===== src/rtl/key_pkg.sv =====
// key_pkg: shared types and helpers for the keypad key decoder.
//   - state_t     : debounce FSM states
//   - KEY_CODE_W, ROW_W, COL_W : field widths of the key code
//   - row_index() : lowest-numbered low row of an active-low row vector
package key_pkg;

  localparam int KEY_CODE_W = 4;
  localparam int ROW_W      = 4;
  localparam int COL_W      = 2;

  typedef enum logic [1:0] {
    IDLE,
    DB_PRESS,
    HELD,
    DB_RELEASE
  } state_t;

  // Lowest index wins when several rows are low; an all-ones vector maps to 0
  // (never used, because a capture only happens while some row is low).
  function automatic logic [1:0] row_index(input logic [ROW_W-1:0] rows_n);
    logic [1:0] idx;
    idx = 2'd0;
    for (int i = ROW_W - 1; i >= 0; i--) begin
      if (!rows_n[i]) idx = 2'(i);
    end
    return idx;
  endfunction

endpackage


===== src/rtl/sync_2ff.sv =====
// sync_2ff: parameterized-width two-flop synchronizer.
// Ports:
//   clk   in        sampling clock
//   rst_n in        asynchronous active-low reset; both stages load RST_VAL
//   d     in  WIDTH asynchronous input
//   q     out WIDTH synchronized output (two clk edges of latency)
module sync_2ff #(
  parameter int               WIDTH   = 1,
  parameter logic [WIDTH-1:0] RST_VAL = '0
) (
  input  logic             clk,
  input  logic             rst_n,
  input  logic [WIDTH-1:0] d,
  output logic [WIDTH-1:0] q
);

  logic [WIDTH-1:0] r_meta;
  logic [WIDTH-1:0] r_sync;

  always_ff @(posedge clk or negedge rst_n) begin
    if (!rst_n) begin
      r_meta <= RST_VAL;
      r_sync <= RST_VAL;
    end else begin
      r_meta <= d;
      r_sync <= r_meta;
    end
  end

  assign q = r_sync;

endmodule


===== src/rtl/key_decoder.sv =====
// key_decoder: debounces keypad presses/releases seen on the raw row lines,
// turns a confirmed press into a 4-bit key code and offers it to the host
// through a one-entry valid/ack buffer.
// Ports:
//   clk       in     system clock, rising edge
//   rst_n     in     asynchronous active-low reset
//   rows      in  4  raw row lines, active low (all ones = no key)
//   col_idx   in  2  scanner column counter, frozen while a key is down
//   key_code  out 4  {row_index, col_idx} of the last accepted key
//   key_valid out 1  key_code holds an unacknowledged key
//   key_ack   in  1  host consumes key_code
//   overrun   out 1  one-cycle pulse: a press was confirmed but dropped
module key_decoder
  import key_pkg::*;
#(
  parameter  int DEBOUNCE_CYCLES = 16,
  localparam int CNT_W           = $clog2(DEBOUNCE_CYCLES + 1)
) (
  input  logic                  clk,
  input  logic                  rst_n,
  input  logic [ROW_W-1:0]      rows,
  input  logic [COL_W-1:0]      col_idx,
  output logic [KEY_CODE_W-1:0] key_code,
  output logic                  key_valid,
  input  logic                  key_ack,
  output logic                  overrun
);

  localparam logic [CNT_W-1:0] CNT_LAST = CNT_W'(DEBOUNCE_CYCLES - 1);

  logic [ROW_W-1:0]      w_rows_s;
  logic                  w_press_s;
  state_t                r_state;
  state_t                w_state_next;
  logic [CNT_W-1:0]      r_cnt;
  logic [CNT_W-1:0]      w_cnt_next;
  logic                  w_capture;
  logic [KEY_CODE_W-1:0] r_key_code;
  logic                  r_key_valid;
  logic                  r_overrun;

  sync_2ff #(
    .WIDTH   (ROW_W),
    .RST_VAL (4'b1111)
  ) u_row_sync (
    .clk   (clk),
    .rst_n (rst_n),
    .d     (rows),
    .q     (w_rows_s)
  );

  assign w_press_s = ~&w_rows_s;

  always_ff @(posedge clk or negedge rst_n) begin
    if (!rst_n) begin
      r_state <= IDLE;
      r_cnt   <= '0;
    end else begin
      r_state <= w_state_next;
      r_cnt   <= w_cnt_next;
    end
  end

  always_comb begin
    w_state_next = r_state;
    w_cnt_next   = r_cnt;
    w_capture    = 1'b0;
    case (r_state)
      IDLE: begin
        if (w_press_s) begin
          w_state_next = DB_PRESS;
          w_cnt_next   = '0;
        end
      end
      DB_PRESS: begin
        if (!w_press_s) begin
          w_state_next = IDLE;
        end else if (r_cnt == CNT_LAST) begin
          w_capture    = 1'b1;
          w_state_next = HELD;
        end else begin
          w_cnt_next = r_cnt + CNT_W'(1);
        end
      end
      HELD: begin
        // No auto-repeat: only a fully debounced release re-arms capture.
        if (!w_press_s) begin
          w_state_next = DB_RELEASE;
          w_cnt_next   = '0;
        end
      end
      DB_RELEASE: begin
        if (w_press_s) begin
          w_state_next = HELD;
        end else if (r_cnt == CNT_LAST) begin
          w_state_next = IDLE;
        end else begin
          w_cnt_next = r_cnt + CNT_W'(1);
        end
      end
      default: begin
        w_state_next = IDLE;
        w_cnt_next   = '0;
      end
    endcase
  end

  // col_idx is taken unsynchronized: the scanner has frozen it for many
  // cycles before a capture can happen, so it is quasi-static here.
  always_ff @(posedge clk or negedge rst_n) begin
    if (!rst_n) begin
      r_key_code  <= '0;
      r_key_valid <= 1'b0;
      r_overrun   <= 1'b0;
    end else begin
      r_overrun <= 1'b0;
      if (w_capture) begin
        // An ack in the capture cycle frees the buffer for the new key.
        if (!r_key_valid || key_ack) begin
          r_key_code  <= {row_index(w_rows_s), col_idx};
          r_key_valid <= 1'b1;
        end else begin
          r_overrun <= 1'b1;
        end
      end else if (key_ack && r_key_valid) begin
        r_key_valid <= 1'b0;
      end
    end
  end

  assign key_code  = r_key_code;
  assign key_valid = r_key_valid;
  assign overrun   = r_overrun;

endmodule


===== config.mk =====
export PLATFORM = sky130hd
export DESIGN_NAME = key_decoder
export DESIGN_NICKNAME = d
export VERILOG_FILES = /design/src/rtl/key_pkg.sv /design/src/rtl/sync_2ff.sv /design/src/rtl/key_decoder.sv
export SDC_FILE = /design/constraint.sdc
export NUM_CORES = 1
export LEC_CHECK = 0
export CAP_MARGIN = 25
export CORE_MARGIN = 2
export CORE_UTILIZATION = 53
export DETAILED_ROUTE_END_ITERATION = 8
export PLACE_DENSITY = 0.8
export SYNTH_ARGS = -nofsm -noshare
export SYNTH_HDL_FRONTEND = slang
export SYNTH_SLANG_ARGS = --single-unit

===== constraint.sdc =====
create_clock -name clk -period 3.2 [get_ports clk]
set_input_delay 0.8 -clock clk [delete_from_list [all_inputs] [get_ports clk]]
set_output_delay 0.8 -clock clk [all_outputs]
set_load 0.02 [all_outputs]

[Word-level counts from Yosys, hierarchy flattened]
Index checks and enable logic that the tools add are counted.
Word-level totals
  logic and storage cells: 54
  input port bits: 9
  output and inout port bits: 6
  register bits: 21
Cells by class
  equality and inequality tests: 11
  reductions and logical operators: 10
  multiplexer cells: 25
  add/sub/neg operators: 1
Operator list (count)
  $mux 5: 5
  $mux 2: 10
  $pmux 5 s4: 1
  $reduce_and 4->1: 3
  $mux 1: 8
  $ne 2x2->1 const B: 4
  $pmux 2 s4: 1
  $ne 3x3->1 const B: 2
  $add 5x1->5 const B: 1
  $eq 5x4->1 const B: 1
  $eq 2x2->1 const B: 2
  $reduce_and 2->1: 2
  $eq 2x1->1 const B: 1
  $logic_not 2->1: 1
  $ne 2x1->1 const B: 1
  $reduce_bool 2->1: 1
  $logic_and 1x1->1: 1
  $logic_not 1->1: 1
  $logic_or 1x1->1: 1

[Logic depth before layout (Yosys ltp)]
  depth in word-level cells: 6
  gate-level depth with buffers: 6
  gate-level depth less buffers: 6

[Modules after synthesis]
From an unflattened synthesis, not the netlist that was laid out.
Unflattened totals
  cell total of the unflattened synthesis: 66
  area, all modules: 858.3 um^2
By module, submodules not included
  key_decoder: times used 1, cells an instance 58, area each 648.1 um^2, sequential area each 325.3 um^2
  sync_2ff: times used 1, cells an instance 8, area each 210.2 um^2, sequential area each 210.2 um^2

[Least setup slack after synthesis]
Ideal clock, no wire load.
  kind: register to register
  from: register r_cnt[0]
  to: register r_key_code[0], in the netlist key_code[0]
  path buffers: 0
  arrival: 1.662 ns
  slack: 1.413 ns
  library setup time: 0.125 ns
  period minus slack after synthesis: 1.787 ns
  stages on the path, launching flop included: 7
  data required time: 3.075 ns
  cell sequence: dfrtp_1 -> ha_1 -> and3_1 -> ha_1 -> nand4b_1 -> nor2b_1 -> mux2_2
Between the ends
  cells in the longest elaborated chain, start to end: 5
Ends and longest elaborated chain
  start, declared: line key_decoder.sv:35  | logic [CNT_W-1:0] r_cnt;
  start signal, assigned: line key_decoder.sv:60  | r_cnt <= w_cnt_next;
  $eq 5x4->1: line key_decoder.sv:78  | end else if (r_cnt == CNT_LAST) begin
  $mux 1: line key_decoder.sv:78
  $mux 1: line key_decoder.sv:76  | if (!w_press_s) begin
  $mux 1: line key_decoder.sv:68  | case (r_state)
  $reduce_and 2->1 (no line)
  end signal, assigned: line key_decoder.sv:120  | r_key_code <= {row_index(w_rows_s), col_idx};
  end, declared: line key_decoder.sv:38  | logic [KEY_CODE_W-1:0] r_key_code;
Every way passes these cells.
A chain may end at the register's enable or synchronous reset.

[Final worst setup path]
  from: register r_cnt[0]
  to: register r_key_code[2], in the netlist key_code[2]
The elaborated chain is that of the path after synthesis.

==> out/results.ini <==
[synth]
synthCells = 68
synth.cell_area_sq_um = 856
async_reset_ff_frac = 1.00
synthDistinctLibCells = 22
synth_area_leaders = dfrtp_1, dfstp_2, mux2_2
yosys.area.top_type = dfrtp_1
ys_ff_latch = 21
yosysSeqAreaShare = 0.626
syn_nets = 80
ys_warn_count = 0
syn-mean-instance-area_sq_um = 12.6
ys.flop_type = dfrtp_1
yosysTopAreaCellShare = 0.380
synth_edf_count = 0

[die]
dieHeight_um = 44.2
coreArea_sq_um = 1510
ioPinCount = 15
die-area_sq_um = 1950
die_width_um = 44.2
num_rows = 14
start_util = 0.568

[drt]
ant_nets = 0
finalWirelength_mm = 1.36
drtPass1Iterations = 4
routedWlPerCell_um = 13.6
viasPerCell = 5.48
drc = 0
dr_total_vias = 548
drtIter0Drc = 8

[sta]
final_max_slew_viol_count = 0
rsz0062_at_grt = no
max-slew-margin-rel = 0.402
finalHoldViolCount = 0
tns_ps = 0
tightestPinTransition_ps = 895
min_period_over_period = 0.649
fmax_mhz = 482
setup_violations = 0
fin_crit_ps = 2080
fin_skew_ps = 4.43
setup_ws_ps = 1120

[critical_path]
path_buf_inv = 0
cp-end-kind = flip-flop
reg2reg_slack_ps = 1120
critPathRequiredTime_ps = 3380
cpMostUsedCell = ha_1
start_kind = flip-flop
max_stage_delay_ps = 430
cp_top_family = simple AND/OR/NAND/NOR gates
path_max_fanout = 7
crit_slowest_cell = dfrtp_1
critPathArrivalTime_ps = 2260
worstPathCellList = ha_1 > and3_1 > ha_1 > nand4b_1 > nor2b_1 > mux2_2
path_class = flip-flop to flip-flop

[global_route]
grt_pass1_wl_mm = 2.29
grt.total_usage = 0.160
grt_pass1_vias = 552
grt_max_degree = 22
antenna_found_initial = 0
overflow = 0

[flow_run]
drv_cap = 0

[power]
p_switching_w = 0.000231
p_int_w = 0.000495
pwr-share-clk = 0.166
p_leak_nw = 0.445
pwr-share-comb = 0.295
p_sw_frac = 0.318
powerDensity_nw_per_um2 = 703
ir_drop_mv = 0.329
seqPwrFrac = 0.539

[place]
place_ws_ps = 964
hpwl_mm = 1.01
io_buffers = 14
gp_congestion = 0.730
place_inst = 96

[clock_network]
worstSkewPairLatency_ps = 290
h-tree-depth = 1
postCtsSetupBuffers = 0
clk_pin_slew_ps = 110
cts_tree = built
clock-root-buffer = clkbuf_4
cts_buffers = 3
clkSinkCount = 21
post_cts_resized = 0
ctsLongestPathBuffers = 2
cts-hold-fix-buffers = 0

[final_layout]
multi_input_area_sq_um = 308
n_antenna_cell = 0
fin_nets = 97
fill_cells = 125
areaGrowthSynthToFinish_pct = 20.8
final_cells = 100
final_core_util = 0.686
drive_gt1_frac = 0.202
regArea_sq_um = 536

[min_path]
hold_class = flip-flop to flip-flop

[status]
outcome = finished, final reports clean

-- worst paths after layout --
path                                            from               to  cells after the start
worst max-delay path                        r_cnt[0]      key_code[2]                      6
worst min-delay path            u_row_sync.r_meta[1]  u_row_sync.q[1]                      0
worst max register to register              r_cnt[0]      key_code[2]                      6
worst min register to register  u_row_sync.r_meta[1]  u_row_sync.q[1]                      0
max in group asynchronous                      rst_n      key_code[2]                      1
min in group asynchronous                      rst_n         r_cnt[3]                      1
-- power by group through the flow --
stage,Combinational (W),Sequential (W),Clock (W)
2_1_floorplan,0.000126,0.000402,0
3_3_place_gp,0.000207,0.000392,0
3_5_place_dp,0.000217,0.000396,0
4_1_cts,0.000218,0.000390,0.000128
5_1_grt,0.000236,0.000401,0.000135
6_report,0.000214,0.000392,0.000121
-- layout by cell type (no fill, tap or decap) --
cell / synthesis / routed
a21boi_0: 1 / 1
a21oi_1: 2 / 2
and2_1: 1 / 1
and3_1: 1 / 1
clkbuf_1: 1 / 1
clkbuf_4: 0 / 3
clkdlybuf4s50_1: 0 / 14
dfrtp_1: 13 / 13
dfstp_2: 8 / 8
ha_1: 3 / 3
inv_1: 1 / 1
mux2_2: 5 / 5
nand2_1: 8 / 8
nand2b_1: 3 / 3
nand3_1: 5 / 5
nand3b_1: 1 / 1
nand4_2: 1 / 1
nand4b_1: 2 / 2
nor2_1: 2 / 2
nor2b_1: 1 / 1
o21ai_0: 4 / 4
or4b_1: 3 / 3
xnor2_1: 1 / 1
-- layer usage --
layer / share of wire / wire length, um / global-route usage / vias to the layer above
met5: 0 / 0 / 0 / -
met4: 0 / 0 / 0.0545 / 0
met3: 0.070 / 96 / 0.0327 / 0
met2: 0.49 / 674 / 0.282 / 19
met1: 0.43 / 593 / 0.194 / 261
li1: - / - / - / 268
-- synthesized netlist by cell type (all sizes together) (2+ instances only) --
cell / n
dfrtp: 13
a21oi: 2
nand3: 5
nor2: 2
ha: 3
mux2: 5
or4b: 3
o21ai: 4
nand4b: 2
dfstp: 8
nand2b: 3
nand2: 8
-- worst register-to-register path, stage by stage, from the launching register on --
cell and delay [ps]:
dfrtp_1 430, ha_1 180, and3_1 190, ha_1 280, nand4b_1 170, nor2b_1 340, mux2_2 380
-- state kept, by name, indices dropped and copies added, names as in the netlist, named ones only --
name,flops
key_valid,1
key_code,4
r_cnt,5
u_row_sync.r_meta,4
r_state,1
u_row_sync.q,4
overrun,1
-- layout make-up --
type                            count  area share
Sequential cell                    21       0.518
Multi-Input combinational cell     44       0.298
Timing Repair Buffer               14       0.136
Clock buffer                        4      0.0254
Tap cell                           16      0.0194
Inverter                            1     0.00363
-- cells by family (layout without fill, tap and decap cells) --
logic type,count (synthesis),after routing,synth area share
simple gates,28,28,0.196
flops,21,21,0.626
compound gates,7,7,0.0439
mux,5,5,0.0658
fa+ha+maj,3,3,0.0439
buf+inv,3,19,0.0146
xor+xnor,1,1,0.0102
-- stage by stage --
step                      total power [W]  hold slack [ps]  instance area, sq um
after floorplan                  0.000528              345                   856
after global placement           0.000599              345                  1010
after detailed placement         0.000613              349                  1010
after CTS                        0.000736              365                  1030
after global routing             0.000772              373                  1030
final                            0.000726              364                  1030
No activity file was read; power rests on OpenSTA's default activity.
